## src/rtl/seq_chk_pkg.sv

```systemverilog
// Shared types and constants for the serial sequence detector.
// Latency: n/a (types, constants and elaboration-time helpers only).
// Backpressure: n/a.
package seq_chk_pkg;

    // One-hot controller states; anything else is treated as illegal
    typedef enum logic [3:0] {
        ST_IDLE = 4'b0001,
        ST_ARM  = 4'b0010,
        ST_SCAN = 4'b0100,
        ST_DONE = 4'b1000
    } state_t;

    // Status codes carried on the timeout output while done is high
    localparam logic END_TARGET  = 1'b0;
    localparam logic END_TIMEOUT = 1'b1;

    // Fill counter width: it must hold values 0..pat_w inclusive
    function automatic int fill_w(input int pat_w);
        return $clog2(pat_w + 1);
    endfunction

endpackage

```

## src/rtl/seq_detect_ctrl_if.sv

```systemverilog
// Control/data bundle between a requester and seq_detect_ctrl.
// Latency: n/a (wiring only).
// Backpressure: none; data_vld qualifies each serial bit, no ready path.
interface seq_detect_ctrl_if #(
    parameter int PAT_W = 5,
    parameter int CNT_W = 8,
    parameter int TMO_W = 16
);
    logic             start;
    logic [PAT_W-1:0] pattern;
    logic             overlap_en;
    logic [CNT_W-1:0] target;
    logic [TMO_W-1:0] tmo_limit;
    logic             data_vld;
    logic             data_in;
    logic             busy;
    logic             hit;
    logic [CNT_W-1:0] hit_cnt;
    logic             done;
    logic             timeout;

    modport master (
        output start, pattern, overlap_en, target, tmo_limit, data_vld, data_in,
        input  busy, hit, hit_cnt, done, timeout
    );

    modport slave (
        input  start, pattern, overlap_en, target, tmo_limit, data_vld, data_in,
        output busy, hit, hit_cnt, done, timeout
    );
endinterface

```

## src/rtl/seq_match_core.sv

```systemverilog
// Shift register + fill counter + pattern compare for serial detection.
// Latency: match is combinational on the post-shift state of the current cycle.
// Backpressure: none; a bit is consumed on every cycle shift_en is high.
module seq_match_core
    import seq_chk_pkg::*;
#(
    parameter int PAT_W = 5
) (
    input  logic             clk,
    input  logic             rst,
    input  logic             clear,
    input  logic             shift_en,
    input  logic             bit_in,
    input  logic [PAT_W-1:0] pattern,
    input  logic             overlap,
    output logic             match
);
    localparam int            FW   = fill_w(PAT_W);
    localparam logic [FW-1:0] FULL = FW'(PAT_W);

    logic [PAT_W-1:0] sr_q, sr_d;
    logic [FW-1:0]    fill_q, fill_d;
    logic [FW-1:0]    fill_inc;

    // Next shift/fill state and match on the post-shift view
    always_comb begin
        sr_d     = sr_q;
        fill_d   = fill_q;
        match    = 1'b0;
        fill_inc = (fill_q == FULL) ? FULL : fill_q + 1'b1;
        if (clear) begin
            sr_d   = '0;
            fill_d = '0;
        end else if (shift_en) begin
            sr_d   = {sr_q[PAT_W-2:0], bit_in};
            fill_d = fill_inc;
            if ((fill_inc == FULL) && (sr_d == pattern)) begin
                match = 1'b1;
                // Non-overlapping search needs PAT_W fresh bits for the next hit
                if (!overlap) begin
                    fill_d = '0;
                end
            end
        end
    end

    // State registers
    always_ff @(posedge clk or posedge rst) begin
        if (rst) begin
            sr_q   <= '0;
            fill_q <= '0;
        end else begin
            sr_q   <= sr_d;
            fill_q <= fill_d;
        end
    end
endmodule

```

## src/rtl/seq_detect_ctrl.sv

```systemverilog
// Search controller: IDLE->ARM->SCAN->DONE, counts pattern hits up to a target.
// Latency: hit/done registered, one cycle after the sampling edge; ARM costs one cycle.
// Backpressure: none; start ignored unless IDLE. Timeout via SEQ_DETECT_CTRL_TIMEOUT_EN.
module seq_detect_ctrl
    import seq_chk_pkg::*;
#(
    parameter int PAT_W = 5,
    parameter int CNT_W = 8,
    parameter int TMO_W = 16
) (
    input  logic               clk,
    input  logic               rst,
    seq_detect_ctrl_if.slave   bus
);
    state_t           state_q, state_d;
    logic [PAT_W-1:0] pat_q, pat_d;
    logic             ovl_q, ovl_d;
    logic [CNT_W-1:0] tgt_q, tgt_d;
    logic [CNT_W-1:0] hit_cnt_q, hit_cnt_d;
    logic             busy_q, busy_d;
    logic             hit_q, hit_d;
    logic             done_q, done_d;
    logic             core_clr, core_shift, core_match;
`ifdef SEQ_DETECT_CTRL_TIMEOUT_EN
    logic [TMO_W-1:0] tmo_lim_q, tmo_lim_d;
    logic [TMO_W-1:0] tmo_cnt_q, tmo_cnt_d;
    logic             timeout_q, timeout_d;
`else
    logic             unused_tmo;
    assign unused_tmo = ^bus.tmo_limit;
`endif

    seq_match_core #(.PAT_W(PAT_W)) u_core (
        .clk      (clk),
        .rst      (rst),
        .clear    (core_clr),
        .shift_en (core_shift),
        .bit_in   (bus.data_in),
        .pattern  (pat_q),
        .overlap  (ovl_q),
        .match    (core_match)
    );

    // Next-state and output decode; the final hit takes priority over timeout
    always_comb begin
        state_d    = state_q;
        pat_d      = pat_q;
        ovl_d      = ovl_q;
        tgt_d      = tgt_q;
        hit_cnt_d  = hit_cnt_q;
        hit_d      = 1'b0;
        done_d     = 1'b0;
        core_clr   = 1'b0;
        core_shift = 1'b0;
`ifdef SEQ_DETECT_CTRL_TIMEOUT_EN
        tmo_lim_d  = tmo_lim_q;
        tmo_cnt_d  = tmo_cnt_q;
        timeout_d  = END_TARGET;
`endif
        case (state_q)
            ST_IDLE: begin
                if (bus.start) begin
                    state_d   = ST_ARM;
                    pat_d     = bus.pattern;
                    ovl_d     = bus.overlap_en;
                    tgt_d     = bus.target;
                    hit_cnt_d = '0;
                    core_clr  = 1'b1;
`ifdef SEQ_DETECT_CTRL_TIMEOUT_EN
                    tmo_lim_d = bus.tmo_limit;
                    tmo_cnt_d = '0;
`endif
                end
            end
            ST_ARM: begin
                if (tgt_q == '0) begin
                    state_d = ST_DONE;
                    done_d  = 1'b1;
                end else begin
                    state_d = ST_SCAN;
                end
            end
            ST_SCAN: begin
                core_shift = bus.data_vld;
                if (core_match) begin
                    hit_d     = 1'b1;
                    hit_cnt_d = hit_cnt_q + 1'b1;
                end
`ifdef SEQ_DETECT_CTRL_TIMEOUT_EN
                tmo_cnt_d = tmo_cnt_q + 1'b1;
`endif
                if (core_match && (hit_cnt_d == tgt_q)) begin
                    state_d = ST_DONE;
                    done_d  = 1'b1;
                end
`ifdef SEQ_DETECT_CTRL_TIMEOUT_EN
                else if (tmo_cnt_d == tmo_lim_q) begin
                    state_d   = ST_DONE;
                    done_d    = 1'b1;
                    timeout_d = END_TIMEOUT;
                end
`endif
            end
            ST_DONE: begin
                state_d = ST_IDLE;
            end
            default: begin
                state_d = ST_IDLE;
            end
        endcase
        busy_d = (state_d == ST_ARM) || (state_d == ST_SCAN);
    end

    // FSM, latched search parameters and registered outputs
    always_ff @(posedge clk or posedge rst) begin
        if (rst) begin
            state_q   <= ST_IDLE;
            pat_q     <= '0;
            ovl_q     <= 1'b0;
            tgt_q     <= '0;
            hit_cnt_q <= '0;
            busy_q    <= 1'b0;
            hit_q     <= 1'b0;
            done_q    <= 1'b0;
`ifdef SEQ_DETECT_CTRL_TIMEOUT_EN
            tmo_lim_q <= '0;
            tmo_cnt_q <= '0;
            timeout_q <= 1'b0;
`endif
        end else begin
            state_q   <= state_d;
            pat_q     <= pat_d;
            ovl_q     <= ovl_d;
            tgt_q     <= tgt_d;
            hit_cnt_q <= hit_cnt_d;
            busy_q    <= busy_d;
            hit_q     <= hit_d;
            done_q    <= done_d;
`ifdef SEQ_DETECT_CTRL_TIMEOUT_EN
            tmo_lim_q <= tmo_lim_d;
            tmo_cnt_q <= tmo_cnt_d;
            timeout_q <= timeout_d;
`endif
        end
    end

    assign bus.busy    = busy_q;
    assign bus.hit     = hit_q;
    assign bus.hit_cnt = hit_cnt_q;
    assign bus.done    = done_q;
`ifdef SEQ_DETECT_CTRL_TIMEOUT_EN
    assign bus.timeout = timeout_q;
`else
    assign bus.timeout = 1'b0;
`endif
endmodule

```

## src/flat_wrapper.sv

```systemverilog
// flat-port wrapper written by rule: the top's interface ports become plain ports
module seq_detect_ctrl_flat import seq_chk_pkg::*;
#(
    parameter int PAT_W = 5,
    parameter int CNT_W = 8,
    parameter int TMO_W = 16
)
  (clk, rst, bus_start, bus_pattern, bus_overlap_en, bus_target, bus_tmo_limit, bus_data_vld, bus_data_in, bus_busy, bus_hit, bus_hit_cnt, bus_done, bus_timeout);
  seq_detect_ctrl_if #(.PAT_W(PAT_W), .CNT_W(CNT_W), .TMO_W(TMO_W)) bus_i ();
  input  logic clk;
  input  logic rst;
  input wire logic [$bits(bus_i.start)-1:0] bus_start;
  input wire logic [$bits(bus_i.pattern)-1:0] bus_pattern;
  input wire logic [$bits(bus_i.overlap_en)-1:0] bus_overlap_en;
  input wire logic [$bits(bus_i.target)-1:0] bus_target;
  input wire logic [$bits(bus_i.tmo_limit)-1:0] bus_tmo_limit;
  input wire logic [$bits(bus_i.data_vld)-1:0] bus_data_vld;
  input wire logic [$bits(bus_i.data_in)-1:0] bus_data_in;
  output wire logic [$bits(bus_i.busy)-1:0] bus_busy;
  output wire logic [$bits(bus_i.hit)-1:0] bus_hit;
  output wire logic [$bits(bus_i.hit_cnt)-1:0] bus_hit_cnt;
  output wire logic [$bits(bus_i.done)-1:0] bus_done;
  output wire logic [$bits(bus_i.timeout)-1:0] bus_timeout;
  assign bus_i.start = bus_start;
  assign bus_i.pattern = bus_pattern;
  assign bus_i.overlap_en = bus_overlap_en;
  assign bus_i.target = bus_target;
  assign bus_i.tmo_limit = bus_tmo_limit;
  assign bus_i.data_vld = bus_data_vld;
  assign bus_i.data_in = bus_data_in;
  assign bus_busy = bus_i.busy;
  assign bus_hit = bus_i.hit;
  assign bus_hit_cnt = bus_i.hit_cnt;
  assign bus_done = bus_i.done;
  assign bus_timeout = bus_i.timeout;
  seq_detect_ctrl #(.PAT_W(PAT_W), .CNT_W(CNT_W), .TMO_W(TMO_W)) u_core (.clk(clk), .rst(rst), .bus(bus_i));
endmodule
```

## config.mk

```make
export PLATFORM = sky130hd
export DESIGN_NAME = seq_detect_ctrl_flat
export DESIGN_NICKNAME = d
export VERILOG_FILES = /design/src/rtl/seq_chk_pkg.sv /design/src/rtl/seq_detect_ctrl_if.sv /design/src/rtl/seq_match_core.sv /design/src/rtl/seq_detect_ctrl.sv /design/src/flat_wrapper.sv
export SDC_FILE = /design/constraint.sdc
export NUM_CORES = 1
export LEC_CHECK = 0
export ABC_AREA = 1
export ABC_CLOCK_PERIOD_IN_PS = 5300
export BUFFER_PORTS_ARGS = -buffer_cell sky130_fd_sc_hd__buf_2
export CORE_ASPECT_RATIO = 2
export CORE_UTILIZATION = 50
export CTS_CLUSTER_DIAMETER = 150
export CTS_CLUSTER_SIZE = 12
export DETAILED_ROUTE_END_ITERATION = 16
export GPL_TIMING_DRIVEN = 0
export PLACE_DENSITY = 0.77
export REMOVE_ABC_BUFFERS = 1
export SYNTH_ARGS = -nofsm -noshare
export SYNTH_HDL_FRONTEND = slang
export SYNTH_HIERARCHICAL = 1
export SYNTH_SLANG_ARGS = --single-unit
export TNS_END_PERCENT = 30
```

## constraint.sdc

```tcl
create_clock -name clk -period 5.3 [get_ports clk]
set_clock_uncertainty 0.1 [all_clocks]
set_input_delay 0.53 -clock clk [delete_from_list [all_inputs] [get_ports clk]]
set_output_delay 0.53 -clock clk [all_outputs]
set_load 0.02 [all_outputs]
```

==> flow_summary.toml <==
[outcome]
outcome = "completed"

[min_path]
hold_class = "in2async"

[route]
dr.pass1.iters = 4
dr.first_iter.drc_count = 47
num_vias = 1650
totalWireLength_mm = 4.14
wl_per_cell_um = 12.5
antenna_left = 0
drc_errors = 0
viasPerCell = 4.97

[floorplan]
start_util = 0.522
io_pins = 47
core-area_um2 = 3610
die_h_um = 88.8
num_rows = 31
die-area_um2 = 4030
die_w_um = 45.4

[yosys]
muxShareOfSynthArea = 0
synth_compound_area_frac = 0.0963
mappedNetlistArea_um2 = 1880
synth.top_cells.by_area = "dfrtp_1 (46%), nand2_1 (16%), inv_1 (7.2%)"
avgSynthCellArea_um2 = 7.54
synth_top_area_share = 0.465
synth_adder_area_share = 0.00664
synthSimpleGateAreaFrac = 0.307
yosysWarnings = 6
ys_seq_elements = 36
synthXorXnorAreaFrac = 0.0139
synth.largest_area_cell = "dfrtp_1"
ys_seq_area_frac = 0.479
synthCells = 250
synth_top_family_by_area = "simple AND/OR/NAND/NOR gates"
ys_types = 29

[sta]
max_freq_ghz = 0.282
grt_setup_unrepaired = "no"
drv_slew = 0
slew_headroom = 0.244
finalCritPeriodShare = 0.669
hold_ws_ns = 0.0781
min_period_ns = 3.55
finalHoldViolations = 0
setup_slack_ns = 1.75
finalSetupViolCount = 0
tightest_slew_ns = 1.13
fin_setup_tns_ns = 0

[clock_tree]
clock_latency_ns = 0.29
numCtsBuffers = 5
clk_pin_slew_ns = 0.08
postCtsHoldBufs = 0
cts_tree = "built"
cts_setup_buffers = 0
cts_num_sinks = 36
clock-root-buffer = "clkbuf_8"
htreeDepth = 2
post_cts_resized = 0
clk_path_buf_depth = 2

[global_route]
grt_pass1_vias = 1537
antenna_found_initial = 0
grtUsageTotal = 0.232
grt_start_max_net_pins = 30
overflow = 0
grt_pass1_wl_mm = 6.51

[setup_path]
crit_path_end_kind = "register"
criticalPathCategory = "reg2reg"
crit_start = "u_core/state_q[3]"
cp.arrival_ns = 3.61
cp-start-kind = "register"
required_ns = 5.36
reg2reg_from = "u_core/state_q[3]"
crit_path_max_fanout = 25
crit_chain = "nor2_1, nand4_1, inv_1, clkinv_1, nand2_2, nor2_1, nand2_2, nor2_4, nand2_1, nand2_1, nand2_1, o21ai_0, nor2_1, nand3_2, nand2_2, nand3_2"
slowest_stage = "inv_1"
cpPeakStageDelay_ns = 0.76

[place]
port_buffers = 29
place_area_um2 = 2070
gp_congestion = 0.792
dp_worst_setup_slack_ns = 1.76
dpl.hpwl_mm = 3.10

[layout]
postLayoutCellArea_um2 = 2180
fillCellCount = 341
multi_input_area_um2 = 803
n_antenna_cell = 0
seq_area_um2 = 902
finish.net_count = 318
syn_to_final_growth_pct = 15.9
layout-drive-gt1-share = 0.216

[power]
irDropWorstVdd_v = 0.000266
powerDensity_nw_per_um2 = 403
p_leak_nw = 1.14
finalPower_mw = 0.881

[flow_run]
drv_cap = 0
-- worst paths after layout --
check | to | slack (ns) | cells past startpoint
worst min register to register | u_core/ovl_q | 0.40 | 2
worst max-delay path | u_core/bus.busy | 1.75 | 16
min in group clk | u_core/pat_q[2] | 0.33 | 3
worst min-delay path | u_core/u_core/fill_q[1] | 0.08 | 2
max in group asynchronous | u_core/pat_q[2] | 3.99 | 2
worst max register to register | u_core/bus.busy | 1.75 | 16
-- per-layer routing --
metal / vias up / global-route usage / share of wire
li1: 844 / - / -
met1: 762 / 0.226 / 0.37
met2: 33 / 0.423 / 0.58
met3: 11 / 0.0408 / 0.023
met4: 0 / 0.143 / 0.033
met5: - / 0 / 0
-- synth_stat cells --
master     n
a211oi_1   1
a21oi_1    3
buf_2      2
buf_4      1
clkbuf_1   1
clkinv_1   1
conb_1     1
dfrtp_1   35
dfstp_2    1
ha_1       1
inv_1     36
inv_2      5
nand2_1   82
nand2_2    7
nand3_1   12
nand3_2    2
nand4_1    5
nor2_1    14
nor2_2     4
nor2_4     2
nor3_2     1
o21ai_0   15
o21ai_1    6
o21ai_2    1
o22ai_1    6
o31ai_1    1
or2_2      1
xnor2_1    1
xor2_1     2
-- logic make-up after synthesis --
family,after synthesis
fa+ha+maj,1
compound gates,33
xor+xnor,3
flops,36
simple gates,130
buf+inv,46
other cells,1
-- per-stage QoR --
| step | util | cells |
|---|---|---|
| floorplan | - | 246 |
| CTS | 0.606 | 332 |
| global route | 0.606 | 332 |
| detailed placement | 0.574 | 324 |
| global placement | 0.574 | 324 |
| finish | 0.606 | 332 |
-- cells in the final DEF, fill, tap and decap left out, types with 2 or more instances in the layout --
master / n
xor2_1: 2
o22ai_1: 6
nor2_1: 14
clkbuf_8: 5
dfrtp_1: 35
nor2_4: 2
o21ai_1: 6
nand2_1: 82
o21ai_0: 15
a21oi_1: 3
inv_2: 5
nand3_2: 2
nand3_1: 12
buf_2: 29
nand4_1: 5
nor2_2: 4
nand2_2: 7
inv_1: 36
-- state kept, by name, indices dropped and copies added (netlist names) --
name	count
u_core/u_core/fill_q	3
u_core/u_core/sr_q	4
u_core/tgt_q	8
u_core/bus.busy	1
u_core/pat_q	5
u_core/state_q	4
u_core/bus.done	1
u_core/ovl_q	1
u_core/bus.hit_cnt	8
u_core/bus.hit	1
-- critical path: cells and delay by family (launching register included) --
| kind | cells | cell delay [ns] |
|---|---|---|
| buffers and inverters | 2 | 0.95 |
| AND/OR/NAND/NOR | 13 | 1.89 |
| flip-flops | 1 | 0.39 |
| AO/OA/AOI/OAI | 1 | 0.08 |
-- cell type report --
class / count / share of cell area
clock inverters: 3 / 0.0212
repair buffers: 29 / 0.0664
clock buffers: 5 / 0.0315
flip-flops and latches: 36 / 0.413
multi-input cells: 168 / 0.368
well taps: 49 / 0.0281
inverters: 42 / 0.0722
-- power breakdown --
part / switching [mW] / total (mW) / internal [mW]
registers: 0.0416 / 0.386 / 0.344
logic: 0.169 / 0.249 / 0.0796
clock network: 0.105 / 0.247 / 0.142
total: 0.316 / 0.881 / 0.566
No activity file was read; power rests on OpenSTA's default activity.
